===== src/rtl/kyogenrv_pio_in.sv =====
`default_nettype none
// +--------------------------------------------------------------------------+
// | kyogenrv_pio_in: debounced, edge-capturing parallel input port (Avalon)  |
// | Revision: 1.0                                                            |
// +--------------------------------------------------------------------------+
module kyogenrv_pio_in #(
  parameter int WIDTH           = 8,
  parameter int DEBOUNCE_CYCLES = 240000
) (
  input  logic             clk_riscv,
  input  logic             rst_in,
  input  logic [WIDTH-1:0] pin_in,
  input  logic [1:0]       avs_address,
  input  logic             avs_read,
  input  logic             avs_write,
  input  logic [31:0]      avs_writedata,
  output logic [31:0]      avs_readdata,
  output logic             avs_readdatavalid,
  output logic             irq
);

  localparam logic [1:0] ADDR_DATA    = 2'd0;
  localparam logic [1:0] ADDR_IRQMASK = 2'd1;
  localparam logic [1:0] ADDR_EDGECAP = 2'd2;
  localparam logic [1:0] ADDR_EDGESEL = 2'd3;

  logic [WIDTH-1:0] sync_ff1;
  logic [WIDTH-1:0] sync_ff2;
  logic [WIDTH-1:0] stable;
  logic [WIDTH-1:0] stable_next;
  logic [WIDTH-1:0] edge_hit;
  logic [WIDTH-1:0] cap_clr;
  logic [WIDTH-1:0] irq_mask;
  logic [WIDTH-1:0] edge_cap;
  logic [1:0]       edge_sel;
  logic [31:0]      rd_word;
  logic             unused_wdata;

  assign unused_wdata = ^avs_writedata;

  always_ff @(posedge clk_riscv or negedge rst_in) begin
    if (!rst_in) begin
      sync_ff1 <= '0;
      sync_ff2 <= '0;
      stable   <= '0;
    end else begin
      sync_ff1 <= pin_in;
      sync_ff2 <= sync_ff1;
      stable   <= stable_next;
    end
  end

  generate
    for (genvar i = 0; i < WIDTH; i++) begin : g_bit
      if (DEBOUNCE_CYCLES == 0) begin : g_nodb
        assign stable_next[i] = sync_ff2[i];
      end else begin : g_db
        localparam int            CW   = $clog2(DEBOUNCE_CYCLES + 1);
        localparam logic [CW-1:0] LAST = CW'(DEBOUNCE_CYCLES - 1);
        logic [CW-1:0] cnt;

        // Any return to the accepted level discards the partial count.
        always_ff @(posedge clk_riscv or negedge rst_in) begin
          if (!rst_in) begin
            cnt <= '0;
          end else if (sync_ff2[i] == stable[i]) begin
            cnt <= '0;
          end else if (cnt == LAST) begin
            cnt <= '0;
          end else begin
            cnt <= cnt + CW'(1);
          end
        end

        assign stable_next[i] = (sync_ff2[i] != stable[i] && cnt == LAST) ? sync_ff2[i] : stable[i];
      end
    end
  endgenerate

  always_comb begin
    edge_hit = '0;
    case (edge_sel)
      2'b00:   edge_hit = stable_next & ~stable;
      2'b01:   edge_hit = ~stable_next & stable;
      default: edge_hit = stable_next ^ stable;
    endcase
  end

  assign cap_clr = (avs_write && avs_address == ADDR_EDGECAP) ? avs_writedata[WIDTH-1:0] : '0;

  always_comb begin
    rd_word = '0;
    case (avs_address)
      ADDR_DATA:    rd_word[WIDTH-1:0] = stable;
      ADDR_IRQMASK: rd_word[WIDTH-1:0] = irq_mask;
      ADDR_EDGECAP: rd_word[WIDTH-1:0] = edge_cap;
      ADDR_EDGESEL: rd_word[1:0]       = edge_sel;
      default:      rd_word            = '0;
    endcase
  end

  // Read data comes from the pre-edge register state, so a read paired with a write sees the old value.
  always_ff @(posedge clk_riscv or negedge rst_in) begin
    if (!rst_in) begin
      irq_mask          <= '0;
      edge_sel          <= '0;
      edge_cap          <= '0;
      irq               <= 1'b0;
      avs_readdata      <= '0;
      avs_readdatavalid <= 1'b0;
    end else begin
      if (avs_write && avs_address == ADDR_IRQMASK) begin
        irq_mask <= avs_writedata[WIDTH-1:0];
      end
      if (avs_write && avs_address == ADDR_EDGESEL) begin
        edge_sel <= avs_writedata[1:0];
      end
      edge_cap          <= (edge_cap & ~cap_clr) | edge_hit;
      irq               <= |(edge_cap & irq_mask);
      avs_readdatavalid <= avs_read;
      if (avs_read) begin
        avs_readdata <= rd_word;
      end
    end
  end

endmodule
`default_nettype wire


===== config.mk =====
export PLATFORM = sky130hd
export DESIGN_NAME = kyogenrv_pio_in
export DESIGN_NICKNAME = d
export VERILOG_FILES = /design/src/rtl/kyogenrv_pio_in.sv
export SDC_FILE = /design/constraint.sdc
export NUM_CORES = 1
export LEC_CHECK = 0
export CAP_MARGIN = 5
export CORE_UTILIZATION = 30
export CTS_BUF_LIST = sky130_fd_sc_hd__clkbuf_8
export DETAILED_ROUTE_END_ITERATION = 8
export GPL_ROUTABILITY_DRIVEN = 0
export PLACE_DENSITY = 0.44
export SYNTH_ARGS = -nofsm -noshare
export SYNTH_HDL_FRONTEND = slang
export SYNTH_SLANG_ARGS = --single-unit
export TNS_END_PERCENT = 30

===== constraint.sdc =====
create_clock -name clk_riscv -period 3 [get_ports clk_riscv]
set_clock_uncertainty 0.15 [all_clocks]
set_input_delay 0.45 -clock clk_riscv [delete_from_list [all_inputs] [get_ports clk_riscv]]
set_output_delay 0.45 -clock clk_riscv [all_outputs]
set_load 0.005 [all_outputs]

## After elaboration in Yosys (flattened, before gate mapping)

Index checks and enable logic that the tools add are counted.

- Add/sub/neg operators: 8
- Multiply operators: 0
- Div/mod/pow operators: 0
- Magnitude comparators: 0
- Equality and inequality tests: 28
- Shifts and indexed selects: 0
- Multiplexer cells: 28
- Bitwise gates (word level): 9
- Reduce and logical (&&, ||, !) cells: 14

Operator list:

| operator | number |
|---|---|
| 2-to-1 mux 18 bit | 16 |
| adder 18 x 1 -> 18 bit, second input constant | 8 |
| equality test 18 bit, second input constant | 8 |
| AND 8 bit | 4 |
| NOT 8 bit | 3 |
| one-hot mux 6 bit (3 select lines) | 1 |
| one-hot mux 8 bit (2 select lines) | 1 |
| logical AND 1 bit | 11 |
| equality test 1 bit | 8 |
| 2-to-1 mux 1 bit | 8 |
| 2-to-1 mux 8 bit | 1 |
| inequality test 1 bit | 8 |
| bitwise OR 8 bit | 1 |
| one-hot mux 2 bit (4 select lines) | 1 |
| OR reduction 8 bit | 1 |
| XOR 8 bit | 1 |
| equality test 2 x 1 -> 1 bit, second input constant | 2 |
| equality test 2 bit, second input constant | 2 |
| logical NOT 2 bit | 2 |

- Bits in registers: 196
- Bits in latches: 0
- Memory bits (writable): 0
- Memory bits (read-only): 0
- Input bits: 46
- Output and inout bits: 34
- Word-level logic and storage cells: 104
- Memories kept: 0

## Longest topological paths before layout

Gate-level depths: netlist of the first run.

- Depth in word-level cells: 7
- Depth in mapped cells: 11
- Mapped depth without buffers: 10

## Worst setup path before layout of the first run

Ideal clock, no wire load.

- Kind: register to register
- From: reg g_bit[3].g_db.cnt[0]
- To: reg edge_cap[3]
- Library setup time: 0.118 ns
- Data arrival time: 2.546 ns
- Required time: 2.732 ns
- Slack: 0.186 ns
- Stages on the path, launching flop included: 11
- Buffers on the path: 0
- Clock period less this slack: 2.814 ns
- Path through: dfrtp_1 ha_1 nand3_2 or4_1 nor3_1 mux2_2 ha_1 nor2b_1 a211oi_1 a21oi_1 a21o_1

- Cells in the longest elaborated chain, start to end: 7
- Elaborated cells on any way between the ends: 9
- Classes of those cells: 1 x eq/ne; 2 x mux; 5 x bitwise; 1 x reduce/logical

Ends and longest elaborated chain:

| element | RTL line | source |
|---|---|---|
| start: declaration | 60 | `logic [CW-1:0] cnt;` |
| start signal: assignment | 71 | `cnt <= cnt + CW'(1);` |
| equality test 18 bit (*) | 75 | `assign stable_next[i] = (sync_ff2[i] != stable[i] && cnt == LAST) ? sync_ff2[i] : stable[i];` |
| logical AND 1 bit (*) | 75 |  |
| 2-to-1 mux 1 bit (*) | 75 |  |
| named net stable_next[3] | 30 | `logic [WIDTH-1:0] stable_next;` |
| NOT 8 bit | 84 | `2'b01: edge_hit = ~stable_next & stable;` |
| AND 8 bit | 84 |  |
| one-hot mux 8 bit (2 select lines) (*) | 82 | `case (edge_sel)` |
| bitwise OR 8 bit (*) | 118 | `edge_cap <= (edge_cap & ~cap_clr) \| edge_hit;` |
| end signal: assignment | 118 |  |
| end: declaration | 34 | `logic [WIDTH-1:0] edge_cap;` |

Mark *: on every way through the listed nets, which the timed path passes. The rest lies on a longest branch.
A chain may end at the register's enable or synchronous reset.

## Final worst setup path of the first run

Ends and elaborated chain as after synthesis.

==> results.yml, run 1 <==
grt:
  antenna_found_initial: 0
  grt.total_usage_pct: 12.88
  grt_pass1_vias: 6764
  grt_overflow: 0
  grt_pass1_wl_mm: 34.38
  grt_start_max_net_pins: 77
finish:
  area_growth_pct: 12.57
  fin_nets: 1078
  ff_latch_area_um2: 4905
  fillers: 3242
  multi_input_area_um2: 4518
  drive_gt1_share_pct: 10.10
  final_cells: 1422
  num_antenna_cells: 0
logic_synthesis:
  synth_seq_area_share_pct: 50.48
  syn_area_um2: 9717
  ys_async_sr_fraction_pct: 100.0
  synthCells: 954
  synth.distinct_cells: 55
  yosys-top-cells-area: "dfrtp_1, xnor2_1, nor2_1"
  synth_seq_cells: 196
  syn_avg_cell_area_um2: 10.19
  synth_top_cell_area_share_pct: 50.48
  synth_edf_count: 0
  netlist_top_cells_count: "dfrtp_1, nor2_1, xnor2_1"
  yosys.area.top_type: "dfrtp_1"
  ys_warn_count: 0
  ys.flop_type: "dfrtp_1"
  yosysMostFrequentCell: "dfrtp_1"
clock_tree:
  cts_tree: "built"
  htreeDepth: 4
  post_cts_buffers: 0
  clockRootBuffer: "clkbuf_8"
  cts_buffers: 17
  clk_latency_ns: 0.48
  clkTransAtPathRegs_ns: 0.11
  cts.sinks: 196
  cts_buffer_depth: 2
power_and_ir_drop:
  power.density_nw_per_um2: 447.2
  p_sw_share_pct: 27.20
  pwr-share-comb_pct: 7.8
  vdd_ir_drop_max_uv: 262.0
  p_clk_share_pct: 33.7
  p_total_mw: 4.892
  p_int_mw: 3.561
  p_sw_mw: 1.331
  seq_power_share_pct: 58.5
  p_leak_nw: 4.332
floorplan:
  fp.coreArea_um2: 31720
  die_y_um: 182.0
  dieArea_um2: 33110
  initial_core_util_pct: 30.64
  io_pins: 80
  die_w_um: 182.0
  rows: 65
placed_design:
  portBuffers: 31
  hpwlAfterDp_mm: 13.45
  dp.cells: 1390
sta:
  rsz0062_at_grt: "yes"
  tightest_slew_ns: 0.6858
  relSlewSlack_pct: 54.28
  timing.fmax_ghz: 0.3509
  finalMaxSlewViolations: 0
  setup_viol: 0
  period_share_pct: 94.98
  fin_crit_ns: 2.850
  hold_violations: 0
routing:
  wire_per_inst_um: 14.00
  viasPerCell: 4.738
  wl_mm: 19.90
  drc_errors: 0
  first_pass_iters: 4
  drtIter0Drc: 337
  vias: 6738
  ant_nets: 0
flow_run:
  cap_violations: 0
worst_setup_path:
  endpoint_kind: "register"
  start_kind: "register"
  critPathKind: "reg -> reg"
  worstPathArrival_ns: 3.07
  required_ns: 3.22
  crit_fanout: 4
run_status:
  status: "completed"
worst_hold_path:
  min_path_type: "reg -> reg"
==> path summary, 6_finish.rpt <==
path	startpoint	to	slack, ns	cells past startpoint
setup / recovery	g_bit[3].g_db.cnt[0]	edge_cap[3]	0.15	10
hold / removal	sync_ff1[5]	sync_ff2[5]	0.21	0
setup reg to reg	g_bit[3].g_db.cnt[0]	edge_cap[3]	0.15	10
hold reg to reg	sync_ff1[5]	sync_ff2[5]	0.21	0
max in group asynchronous	rst_in	stable[1]	1.51	3
min in group asynchronous	rst_in	g_bit[3].g_db.cnt[1]	0.40	2
==> worst max-delay path: stages (launching register included) <==
cell and delay [ns]:
dfrtp_1 0.41, ha_1 0.22, nand3_2 0.10, or4_1 0.48, nor3_2 0.25, mux2_2 0.37
ha_1 0.19, nor2b_1 0.13, a211oi_2 0.21, a21oi_1 0.07, a21o_1 0.17
==> power by group through the flow <==
stage          Clock (mW)  Sequential (mW)  Combinational, mW
6_report             1.65             2.86              0.382
4_1_cts              1.73             2.86              0.393
5_1_grt              1.84             2.88              0.438
2_1_floorplan           0             2.86              0.242
3_5_place_dp            0             2.91              0.391
3_3_place_gp            0             2.91              0.390
==> state kept, by name, indices dropped and copies added (netlist names) <==
register and cells:
stable 8, avs_readdatavalid 1, irq 1, sync_ff1 8
edge_sel 2, g_bit.g_db.cnt 144, sync_ff2 8, avs_readdata 8
irq_mask 8, edge_cap 8
==> through the flow <==
stage               hold WS [ns]  setup TNS, ns  util, %  cell area (um2)  worst slack [ns]
floorplan               0.004409              0        -             9803            0.1855
global placement          0.1878              0    33.24            10540           0.09384
detailed placement        0.1847              0    33.24            10540           0.08317
CTS                       0.1943              0    34.40            10910           0.05370
global route              0.1942      -0.001803    34.49            10940         -0.001803
finish                    0.2069              0    34.49            10940            0.1505
==> metal layers <==
metal  vias up  wire length, um  track usage, %
met4         0              192           3.765
met1      3257            10260           17.81
met3        13              510           2.728
li1       3395                -               -
met2        73             8943           20.23
met5         -                0               0
==> repair_timing <==
| item | CTS | global route |
|---|---|---|
| hold endpoints to repair | 70 | 0 |
| resized for setup | 0 | 6 |
| hold buffers | 1 | 0 |
| endpoints found under the setup margin | 0 | 4 |
==> cells by family after synthesis <==
logic type	count (synthesis)	synth area share, %
DFF	196	50.48
AOI/OAI and AO/OA	97	6.335
other	1	0.03859
adders and majority gates	24	3.090
xor gates and xnor gates	112	10.10
muxes	36	4.224
buffers and inverters	81	4.198
and+or+nand+nor	407	21.54
==> placed cells by master (no fill, tap or decap), types with 23 or more instances in the layout <==
master	instances
dfrtp_1	196
nor2_1	146
xnor2_1	76
nand3_1	52
a21oi_1	43
nand2_1	42
nand4_1	39
inv_1	38
xor2_1	36
clkdlybuf4s50_1	30
nor4_1	24
ha_1	24
conb_1	24
buf_4	23
==> final cells by class <==
| class | instances | area share [%] |
|---|---|---|
| clock inverter | 12 | 0.8694 |
| clock buffer | 19 | 2.391 |
| timing repair buffer | 56 | 4.724 |
| multi-input combinational | 700 | 41.31 |
| sequential | 196 | 44.84 |
| inverter | 37 | 1.270 |
| tap | 402 | 4.598 |
Power figures use the tool's default switching activity.
==> run 2, diff against run 1 <==
--- a/config.mk
+++ b/config.mk
@@ -10,7 +10,8 @@
 export CTS_BUF_LIST = sky130_fd_sc_hd__clkbuf_8
 export DETAILED_ROUTE_END_ITERATION = 8
 export GPL_ROUTABILITY_DRIVEN = 0
-export PLACE_DENSITY = 0.44
+export PLACE_DENSITY = 0.5
+export SKIP_LAST_GASP = 1
 export SYNTH_ARGS = -nofsm -noshare
 export SYNTH_HDL_FRONTEND = slang
 export SYNTH_SLANG_ARGS = --single-unit
==> results.yml, run 2 (synthesized netlist as in run 1, its figures left out) <==
run_status:
  status: "completed"
placed_design:
  portBuffers: 31
  hpwlAfterDp_mm: 13.35
  place_ws_ns: 0.09867
  dp.cells: 1391
  place_area_um2: 10560
clock_tree:
  clkTransAtPathRegs_ns: 0.11
  cts_tree: "built"
  cts.sinks: 196
  htreeDepth: 4
  clk_latency_ns: 0.48
  cts_buffer_depth: 2
  post_cts_buffers: 0
  cts_buffers: 17
  clockRootBuffer: "clkbuf_8"
power_and_ir_drop:
  p_sw_mw: 1.333
  p_clk_share_pct: 34.6
  p_total_mw: 4.951
  p_leak_nw: 4.357
  seq_power_share_pct: 57.6
  vdd_ir_drop_max_uv: 292.7
  p_sw_share_pct: 26.92
  p_int_mw: 3.618
  power.density_nw_per_um2: 451.4
  pwr-share-comb_pct: 7.8
grt:
  grt_pass1_wl_mm: 33.77
  grt_pass1_vias: 6687
  grt.total_usage_pct: 12.63
  antenna_found_initial: 4
  grt_overflow: 0
  grt_start_max_net_pins: 62
routing:
  wire_per_inst_um: 13.62
  drc_errors: 0
  drtIter0Drc: 406
  vias: 6802
  viasPerCell: 4.770
  wl_mm: 19.42
  first_pass_iters: 4
  ant_nets: 0
finish:
  area_growth_pct: 12.88
  fillers: 3209
  final_common_cell: "dfrtp_1"
  most-common-layout-cells: "dfrtp_1, nor2_1, xnor2_1"
  largest_reg_flops: 144
  final_area_um2: 10970
  top_register: "g_bit.g_db.cnt"
  fin_nets: 1079
  final_cells: 1426
  drive_gt1_share_pct: 9.696
worst_setup_path:
  required_ns: 3.23
  worstSetupStartpoint: "g_bit[7].g_db.cnt[14]"
  timing.rr.start: "g_bit[7].g_db.cnt[14]"
  endpoint_kind: "register"
  crit_fanout: 4
  worstPathArrival_ns: 3.13
  critPathKind: "reg -> reg"
  start_kind: "register"
floorplan:
  io_pins: 80
  rows: 65
  die_w_um: 182.0
  dieArea_um2: 33110
  initial_core_util_pct: 30.64
  die_y_um: 182.0
  fp.coreArea_um2: 31720
sta:
  hold_violations: 0
  timing.fmax_ghz: 0.3455
  fin_ws_ns: 0.1054
  period_share_pct: 96.49
  fin_crit_ns: 2.895
  finalMaxSlewViolations: 0
  setup_viol: 0
  relSlewSlack_pct: 55.33
  tightest_slew_ns: 0.6679
  rsz0062_at_grt: "yes"
worst_hold_path:
  min_path_type: "reg -> reg"
  holdCritStartpoint: "sync_ff1[4]"
flow_run:
  cap_violations: 0
run 2: cell type report:
cell class	instances	area (um2)	share of cell area (%)
flip-flops and latches	196	4905	44.72
multi-input cells	700	4496	40.99
repair buffers	57	536.8	4.894
well taps	402	503.0	4.586
clock buffers	17	234.0	2.133
clock inverters	14	147.6	1.346
inverters	37	138.9	1.266
diodes	3	7.507	0.06845
run 2: path summary, 6_finish.rpt:
check	endpoint	slack, ns	cells after the start
setup / recovery	edge_cap[7]	0.11	9
hold / removal	sync_ff2[4]	0.20	0
setup reg to reg	edge_cap[7]	0.11	9
hold reg to reg	sync_ff2[4]	0.20	0
max in group asynchronous	g_bit[7].g_db.cnt[6]	1.52	3
min in group asynchronous	g_bit[2].g_db.cnt[10]	0.38	2
run 2: worst max-delay path, stage by stage (launching register included):
cell	delay [ns]
dfrtp_1	0.42
or4b_2	0.68
nor3_1	0.22
nand4_1	0.22
mux2_2	0.34
ha_1	0.19
nor2b_1	0.12
a211oi_1	0.24
a21oi_1	0.07
a21o_1	0.18
run 2: per-stage QoR:
step | util, % | TNS [ns] | hold WS (ns)
2_1_floorplan | - | 0 | 0.004409
3_3_place_gp | 33.31 | 0 | 0.1819
6_report | 34.58 | 0 | 0.2044
3_5_place_dp | 33.31 | 0 | 0.1847
4_1_cts | 34.54 | 0 | 0.1930
5_1_grt | 34.56 | -0.1398 | 0.2105
run 2: power groups by stage:
| stage | logic (mW) | registers [mW] | clock network (mW) |
|---|---|---|---|
| after floorplan | 0.242 | 2.86 | 0 |
| after global placement | 0.394 | 2.91 | 0 |
| after detailed placement | 0.396 | 2.91 | 0 |
| after CTS | 0.399 | 2.86 | 1.81 |
| after global routing | 0.441 | 2.88 | 1.89 |
| final | 0.385 | 2.85 | 1.71 |
run 2: repair_timing:
action / in CTS / in global routing
hold buffers: 1 / 0
setup endpoints to repair: 0 / 4
endpoints found under the hold margin: 57 / 0
gates resized for setup: 0 / 1
run 2: metal layers:
| metal | GRT usage, % | part of all wire [%] | vias to the layer above |
|---|---|---|---|
| met5 | 0 | 0.067 | - |
| met1 | 17.05 | 50 | 3319 |
| met4 | 3.765 | 1.0 | 2 |
| met3 | 3.410 | 3.7 | 12 |
| li1 | - | - | 3403 |
| met2 | 19.72 | 45 | 66 |
